<file path="src/rtl/serial_full_adder.sv">
// Bit-serial adder: one full-adder cell is reused LSB-first over WIDTH cycles.
// A carry flop, operand shift registers, a bit counter and an IDLE/RUN/DONE FSM sequence the cell.
module serial_full_adder #(
    parameter int WIDTH = 8
) (
    input  logic             clk_i,
    input  logic             rst_i,
    input  logic             start_i,
    input  logic [WIDTH-1:0] a_i,
    input  logic [WIDTH-1:0] b_i,
    input  logic             cin_i,
    output logic             busy_o,
    output logic             done_o,
    output logic [WIDTH-1:0] sum_o,
    output logic             cout_o
);
    localparam int CNT_W = (WIDTH > 1) ? $clog2(WIDTH) : 1;
    localparam logic [CNT_W-1:0] LAST = CNT_W'(WIDTH - 1);

    typedef enum logic [1:0] {IDLE, RUN, DONE} state_t;

    state_t           state_q;
    logic [WIDTH-1:0] a_sr_q, b_sr_q, sum_q;
    logic [CNT_W-1:0] cnt_q;
    logic             carry_q, cout_q, busy_q, done_q;
    logic             s_d, carry_d;

    // The single full-adder cell, fed by the LSBs of the shift registers.
    always_comb begin
        s_d     = a_sr_q[0] ^ b_sr_q[0] ^ carry_q;
        carry_d = (a_sr_q[0] & b_sr_q[0]) | (a_sr_q[0] & carry_q) | (b_sr_q[0] & carry_q);
    end

    always_ff @(posedge clk_i) begin
        if (rst_i) begin
            state_q <= IDLE;
            a_sr_q  <= '0;
            b_sr_q  <= '0;
            sum_q   <= '0;
            cnt_q   <= '0;
            carry_q <= 1'b0;
            cout_q  <= 1'b0;
            busy_q  <= 1'b0;
            done_q  <= 1'b0;
        end else begin
            case (state_q)
                IDLE: begin
                    done_q <= 1'b0;
                    if (start_i) begin
                        a_sr_q  <= a_i;
                        b_sr_q  <= b_i;
                        carry_q <= cin_i;
                        cnt_q   <= '0;
                        busy_q  <= 1'b1;
                        state_q <= RUN;
                    end
                end
                RUN: begin
                    carry_q <= carry_d;
                    sum_q   <= {s_d, sum_q[WIDTH-1:1]};
                    a_sr_q  <= a_sr_q >> 1;
                    b_sr_q  <= b_sr_q >> 1;
                    cnt_q   <= cnt_q + CNT_W'(1);
                    if (cnt_q == LAST) begin
                        cout_q  <= carry_d;
                        busy_q  <= 1'b0;
                        done_q  <= 1'b1;
                        state_q <= DONE;
                    end
                end
                DONE: begin
                    // start is deliberately not sampled here; requests are not queued.
                    done_q  <= 1'b0;
                    state_q <= IDLE;
                end
                default: begin
                    busy_q  <= 1'b0;
                    done_q  <= 1'b0;
                    state_q <= IDLE;
                end
            endcase
        end
    end

    assign busy_o = busy_q;
    assign done_o = done_q;
    assign sum_o  = sum_q;
    assign cout_o = cout_q;

endmodule

</file>
<file path="config.mk">
export PLATFORM = sky130hd
export DESIGN_NAME = serial_full_adder
export DESIGN_NICKNAME = d
export VERILOG_FILES = /design/src/rtl/serial_full_adder.sv
export SDC_FILE = /design/constraint.sdc
export NUM_CORES = 1
export LEC_CHECK = 0
export BUFFER_PORTS_ARGS = -buffer_cell sky130_fd_sc_hd__buf_2
export CAP_MARGIN = 30
export CORE_MARGIN = 5
export CORE_UTILIZATION = 25
export DETAILED_ROUTE_END_ITERATION = 10
export PLACE_DENSITY = 0.54
export SLEW_MARGIN = 20
export SYNTH_ARGS = -nofsm -noshare
export SYNTH_HDL_FRONTEND = slang
export SYNTH_SLANG_ARGS = --single-unit
</file>
<file path="constraint.sdc">
create_clock -name clk_i -period 3.4 [get_ports clk_i]
set_input_delay 0.68 -clock clk_i [delete_from_list [all_inputs] [get_ports clk_i]]
set_output_delay 0.68 -clock clk_i [all_outputs]
set_load 0.005 [all_outputs]
</file>
# Word level (Yosys, flattened, before mapping)
# Cells that the tools add are included.
[classes] n_addsub=1 bitwise_logic=9 eq_ne=5 reduce_logical=7 n_mux=14
[ops] cell="8-bit case mux with 2 select lines" count=2
[ops] cell="8-bit two-way mux" count=2
[ops] cell="3-bit case mux with 2 select lines" count=1
[ops] cell="2-bit AND reduction" count=3
[ops] cell="2-bit two-way mux" count=2
[ops] cell="2-bit != test (second input constant)" count=2
[ops] cell="2-bit case mux with 2 select lines" count=1
[ops] cell="3-bit by 1-bit adder with 3-bit output (second input constant)" count=1
[ops] cell="1-bit bitwise AND" count=3
[ops] cell="3-bit equality test (second input constant)" count=1
[ops] cell="1-bit two-way mux" count=3
[ops] cell="3-bit two-way mux" count=1
[ops] cell="1-bit case mux with 3 select lines" count=1
[ops] cell="3-bit AND reduction" count=1
[ops] cell="2-bit by 1-bit equality test with 1-bit output (second input constant)" count=1
[ops] cell="2-bit equality test (second input constant)" count=1
[ops] cell="2-bit zero test" count=1
[ops] cell="1-bit inverter" count=2
[ops] cell="1-bit OR" count=2
[ops] cell="1-bit case mux with 2 select lines" count=1
[ops] cell="2-bit nonzero test" count=1
[ops] cell="2-bit OR reduction" count=1
[ops] cell="1-bit XOR" count=2
[totals] reg_bits=33 input_bits=20

# Longest topological paths before layout
[depth] word_depth=4 depth_mapped=5

# Least setup slack after synthesis
# Ideal clock, no wire load.
[synth_path] path_kind="input to register" from="in start_i" to="reg b_sr_q[0]" cell_stages=5 setup_time_ps=86 path_slack_ps=2006 t_arrival_ps=1308 cell_sequence="nand2b_1 buf_6 buf_12 mux2i_1 a211oi_1"
[synth_via] elab_chain_cells=2
[synth_lines] item="start: declaration" line="8" text="input logic start_i,"
[synth_lines] item="2-bit != test (no source line)"
[synth_lines] item="2-bit AND reduction (no source line)"
[synth_lines] item="end signal: assignment" line="51" text="b_sr_q <= b_i;"
[synth_lines] item="end signal: assignment" line="62" text="b_sr_q <= b_sr_q >> 1;"
[synth_lines] item="end: declaration" line="23" text="logic [WIDTH-1:0] a_sr_q, b_sr_q, sum_q;"
# No other way between the ends.
# A chain may end at the register's enable or synchronous reset.

# Worst setup path in the final report
[layout_path] from="reg state_q[1]" to="reg a_sr_q[0]"
[layout_via] elab_chain_cells=3 elab_cells_between_ends=6 classes_between="2 x eq/ne; 1 x mux; 3 x reduce/logical"
[layout_lines] item="start: declaration" line="22" text="state_t state_q;"
[layout_lines] item="start signal: assignment" line="36" text="state_q <= IDLE;"
[layout_lines] item="start signal: assignment" line="55" text="state_q <= RUN;"
[layout_lines] item="start signal: assignment" line="68" text="state_q <= DONE;"
[layout_lines] item="2-bit by 1-bit equality test with 1-bit output or 2-bit zero test (tied branches)" line="46" text="case (state_q)"
[layout_lines] item="2-bit nonzero test (no source line) or 2-bit != test (tied branches)"
[layout_lines] item="2-bit AND reduction (no source line)"
[layout_lines] item="end signal: assignment" line="50" text="a_sr_q <= a_i;"
[layout_lines] item="end signal: assignment" line="61" text="a_sr_q <= a_sr_q >> 1;"
[layout_lines] item="end: declaration" line="23"
# Several ways; a longest one is shown, not always the timed one.

==> metrics.log <==
INFO  metric numPortBuffers = 30
INFO  metric grt_first_pass_wirelength = about 5000 um
INFO  metric pre_cts_ws = around 1.4 ns
INFO  metric finalHoldViolations = 0
INFO  metric placementRows = 27
INFO  metric synth.top_cells.by_area = dfxtp_1 46%, mux2i_1 11%, a211oi_1 8.4%
INFO  metric cap_viol_max_count = 0
INFO  metric setup-tns-final = 0 ns
INFO  metric first_iter_violations = 66
INFO  metric gr-usage-all-layers = slightly below 9%
INFO  metric clock_tree.root_cell = clkbuf_8
INFO  metric finalSetupViolations = 0
INFO  metric gp_routability_congestion = between 0.6 and 0.7
INFO  metric synth_fp_nets = ~170
INFO  metric critical_path.startpoint_type = register
INFO  metric place_hpwl = 1979 um
INFO  metric clk_transition_reported_paths = approximately 0.08 ns
INFO  metric post-synth-top-count-cell = dfxtp_1
INFO  metric dieArea = between 7000 and 8000 um^2
INFO  metric layoutNonFillerInstCount = 245
INFO  metric vias_per_cell = 4.416
INFO  metric cts_post_setup_buffers_inserted = 0
INFO  metric seq_area_frac_synth = about 46%
INFO  metric coreArea = between 5000 and 6000 um^2
INFO  metric dieHeight = 85.77 um
INFO  metric post-route-drc-count = 0
INFO  metric min_period = about 1.8 ns
INFO  metric required = roughly 3.6 ns
INFO  metric syn_avg_cell_area = roughly 9.8 um^2
INFO  metric drv_slew = 0
INFO  metric yosys.cell_types.count = 24
INFO  metric yosys.area.top_type_share = between 40% and 50%
INFO  metric antenna_violations_before_repair = 0
INFO  metric power_density_cells = between 400 and 500 nW/um^2
INFO  metric die_width = 85.77 um
INFO  metric clock_tree.buffer_depth = 2
INFO  metric p_clk_share = between 30% and 40%
INFO  metric dr.pass1.iters = 4
INFO  metric asyncSetResetFlopFracSynth = 0%
INFO  metric power_switching = 0.2121 mW
INFO  metric pin_count_of_the_biggest_net_entering_global_routing = 34
INFO  metric detailed_place.area = 1544 um^2
INFO  metric number_of_synthesized_register_bits = 33
INFO  metric setup_repair_after_global_routing_missed_its_margin = false
INFO  metric synthTopCellsByCount = 33 x dfxtp_1, 21 x nor2_1, 17 x nand2_1
INFO  metric post-place-cells = 237
INFO  metric sw_frac_of_total = about a quarter
INFO  metric ir_worst_vdd = roughly 0.15 mV
INFO  metric cts-htree-levels = 2
INFO  metric synth_top_area_cell = dfxtp_1
INFO  metric drive_gt1_share = about a quarter
INFO  metric ioPinCount = 31
INFO  metric arrival = 1.96 ns
INFO  metric power_frac_comb = a little under an eighth
INFO  metric synth_edf_count = 0
INFO  metric fin_skew = 0.009992 ns
INFO  metric final_min_period_over_clock_period = around 52%
INFO  metric p_seq_share = approximately 53%
INFO  metric count_of_nets_after_finishing = between 150 and 200
INFO  metric worstMarginPinSlew = around 0.97 ns
INFO  metric cts_resized = 0
INFO  metric r2r_setup_slack = around 1.6 ns
INFO  metric postLayoutSetupSlackWorst = 1.624 ns
INFO  metric total_power = about 0.80 mW
INFO  metric internal_power = just under 0.6 mW
INFO  metric finalInstanceArea = about 1600 um^2
INFO  metric cts.sink_count = 33
INFO  metric tritoncts_clock_tree = yes
INFO  metric timing.setup.critical_path_class = reg2reg
INFO  metric outcome = complete, no violations
INFO  metric antennaDiodeCount = 0
INFO  metric area_grow_syn2layout = 13.60%
INFO  metric slew_headroom = approximately a third
INFO  metric initial_core_util = 25.90%
INFO  metric finalWirelength = about 3000 um
INFO  metric timing.hold.worst.class = reg2reg
INFO  metric yosys_most_used_dff = dfxtp_1
INFO  metric timing.critical_path.fanout_max = 15
INFO  metric route.antenna.remaining_nets = 0
INFO  metric cts.hold.buffers_added = 0
INFO  metric crit_path_end_kind = register
INFO  metric gate_count_of_the_mapped_netlist = 146
INFO  metric cts_buffers = 5
INFO  metric post_drt_wl_per_cell = between 10 and 15 um
INFO  metric gr-total-overflow = 0
INFO  metric p_leak = between 0.7 and 0.8 nW
INFO  metric netlist_area = 1435 um^2
INFO  metric timing.fmax = roughly 560 MHz
INFO  metric grt_pass1_vias = between 1000 and 1500
INFO  metric detailroute.via_count = approximately 1100
INFO  metric synth.yosys.warnings = 0
INFO  metric worstSkewPairLatency = ~0.29 ns
-- critical path, cell delays in order (launching register included) --
cell	delay (ns)
dfxtp_1	0.43
nand2b_1	0.79
mux2i_1	0.17
a211oi_1	0.27
-- cells in the final DEF, fill, tap and decap left out, types with 2 or more instances in the layout --
| cell type | n |
|---|---|
| a211oi_1 | 16 |
| a21oi_1 | 10 |
| a22oi_1 | 4 |
| buf_2 | 30 |
| clkbuf_8 | 5 |
| clkinv_2 | 2 |
| dfxtp_1 | 33 |
| ha_1 | 2 |
| mux2i_1 | 16 |
| nand2_1 | 17 |
| nand2b_1 | 5 |
| nor2_1 | 21 |
| nor3_1 | 2 |
-- routing by layer --
| metal | part of all wire [%] | global-route usage (%) | vias up |
|---|---|---|---|
| met5 | 0 | 0 | - |
| met4 | 1.5 | 3.022 | 0 |
| met3 | 6.6 | 4.611 | 5 |
| met2 | 42 | 12.92 | 30 |
| met1 | 50 | 11.10 | 488 |
| li1 | - | - | 559 |
-- per-stage QoR --
step | util (%) | hold WS (ns)
after floorplan | - | 0.4501
after global placement | 27.87 | 0.4446
after detailed placement | 27.87 | 0.4509
after CTS | 29.43 | 0.4608
after global routing | 29.43 | 0.4979
final | 29.43 | 0.4542
-- flip-flops by register name (all words and copies together) (netlist names) --
| register | count |
|---|---|
| state_q | 2 |
| a_sr_q | 8 |
| cnt_q | 3 |
| cout_o | 1 |
| sum_o | 8 |
| b_sr_q | 8 |
| carry_q | 1 |
| busy_o | 1 |
| done_o | 1 |
-- power groups by stage --
stage          Combinational [mW]  Sequential, mW  Clock [mW]
6_report                   0.0918           0.425       0.288
5_1_grt                     0.105           0.427       0.317
4_1_cts                    0.0932           0.425       0.296
3_5_place_dp               0.0925           0.434           0
3_3_place_gp               0.0919           0.434           0
2_1_floorplan              0.0819           0.430           0
-- path summary, 6_finish.rpt --
path                    from         to  cells past startpoint
setup / recovery  state_q[1]  a_sr_q[0]                      3
hold / removal      sum_o[0]   sum_o[0]                      2
setup reg to reg  state_q[1]  a_sr_q[0]                      3
hold reg to reg     sum_o[0]   sum_o[0]                      2
-- cells by family (layout without fill, tap and decap cells) --
kind of cell / count (synthesis) / count (layout) / synth area share [%]
simple gates: 48 / 48 / 14.30
compound gates: 33 / 33 / 15.43
flops: 33 / 33 / 46.03
mux: 16 / 16 / 11.16
buf+inv: 13 / 40 / 9.938
fa+ha+maj: 3 / 3 / 3.138
-- layout make-up --
type	instances	area (um^2)
timing repair buffer	31	157.7
sequential	33	660.6
clock inverter	3	17.52
tap	72	90.09
multi-input combinational	100	631.9
inverter	1	3.754
fill	609	3910
clock buffer	5	68.82
Power figures use the tool's default switching activity.
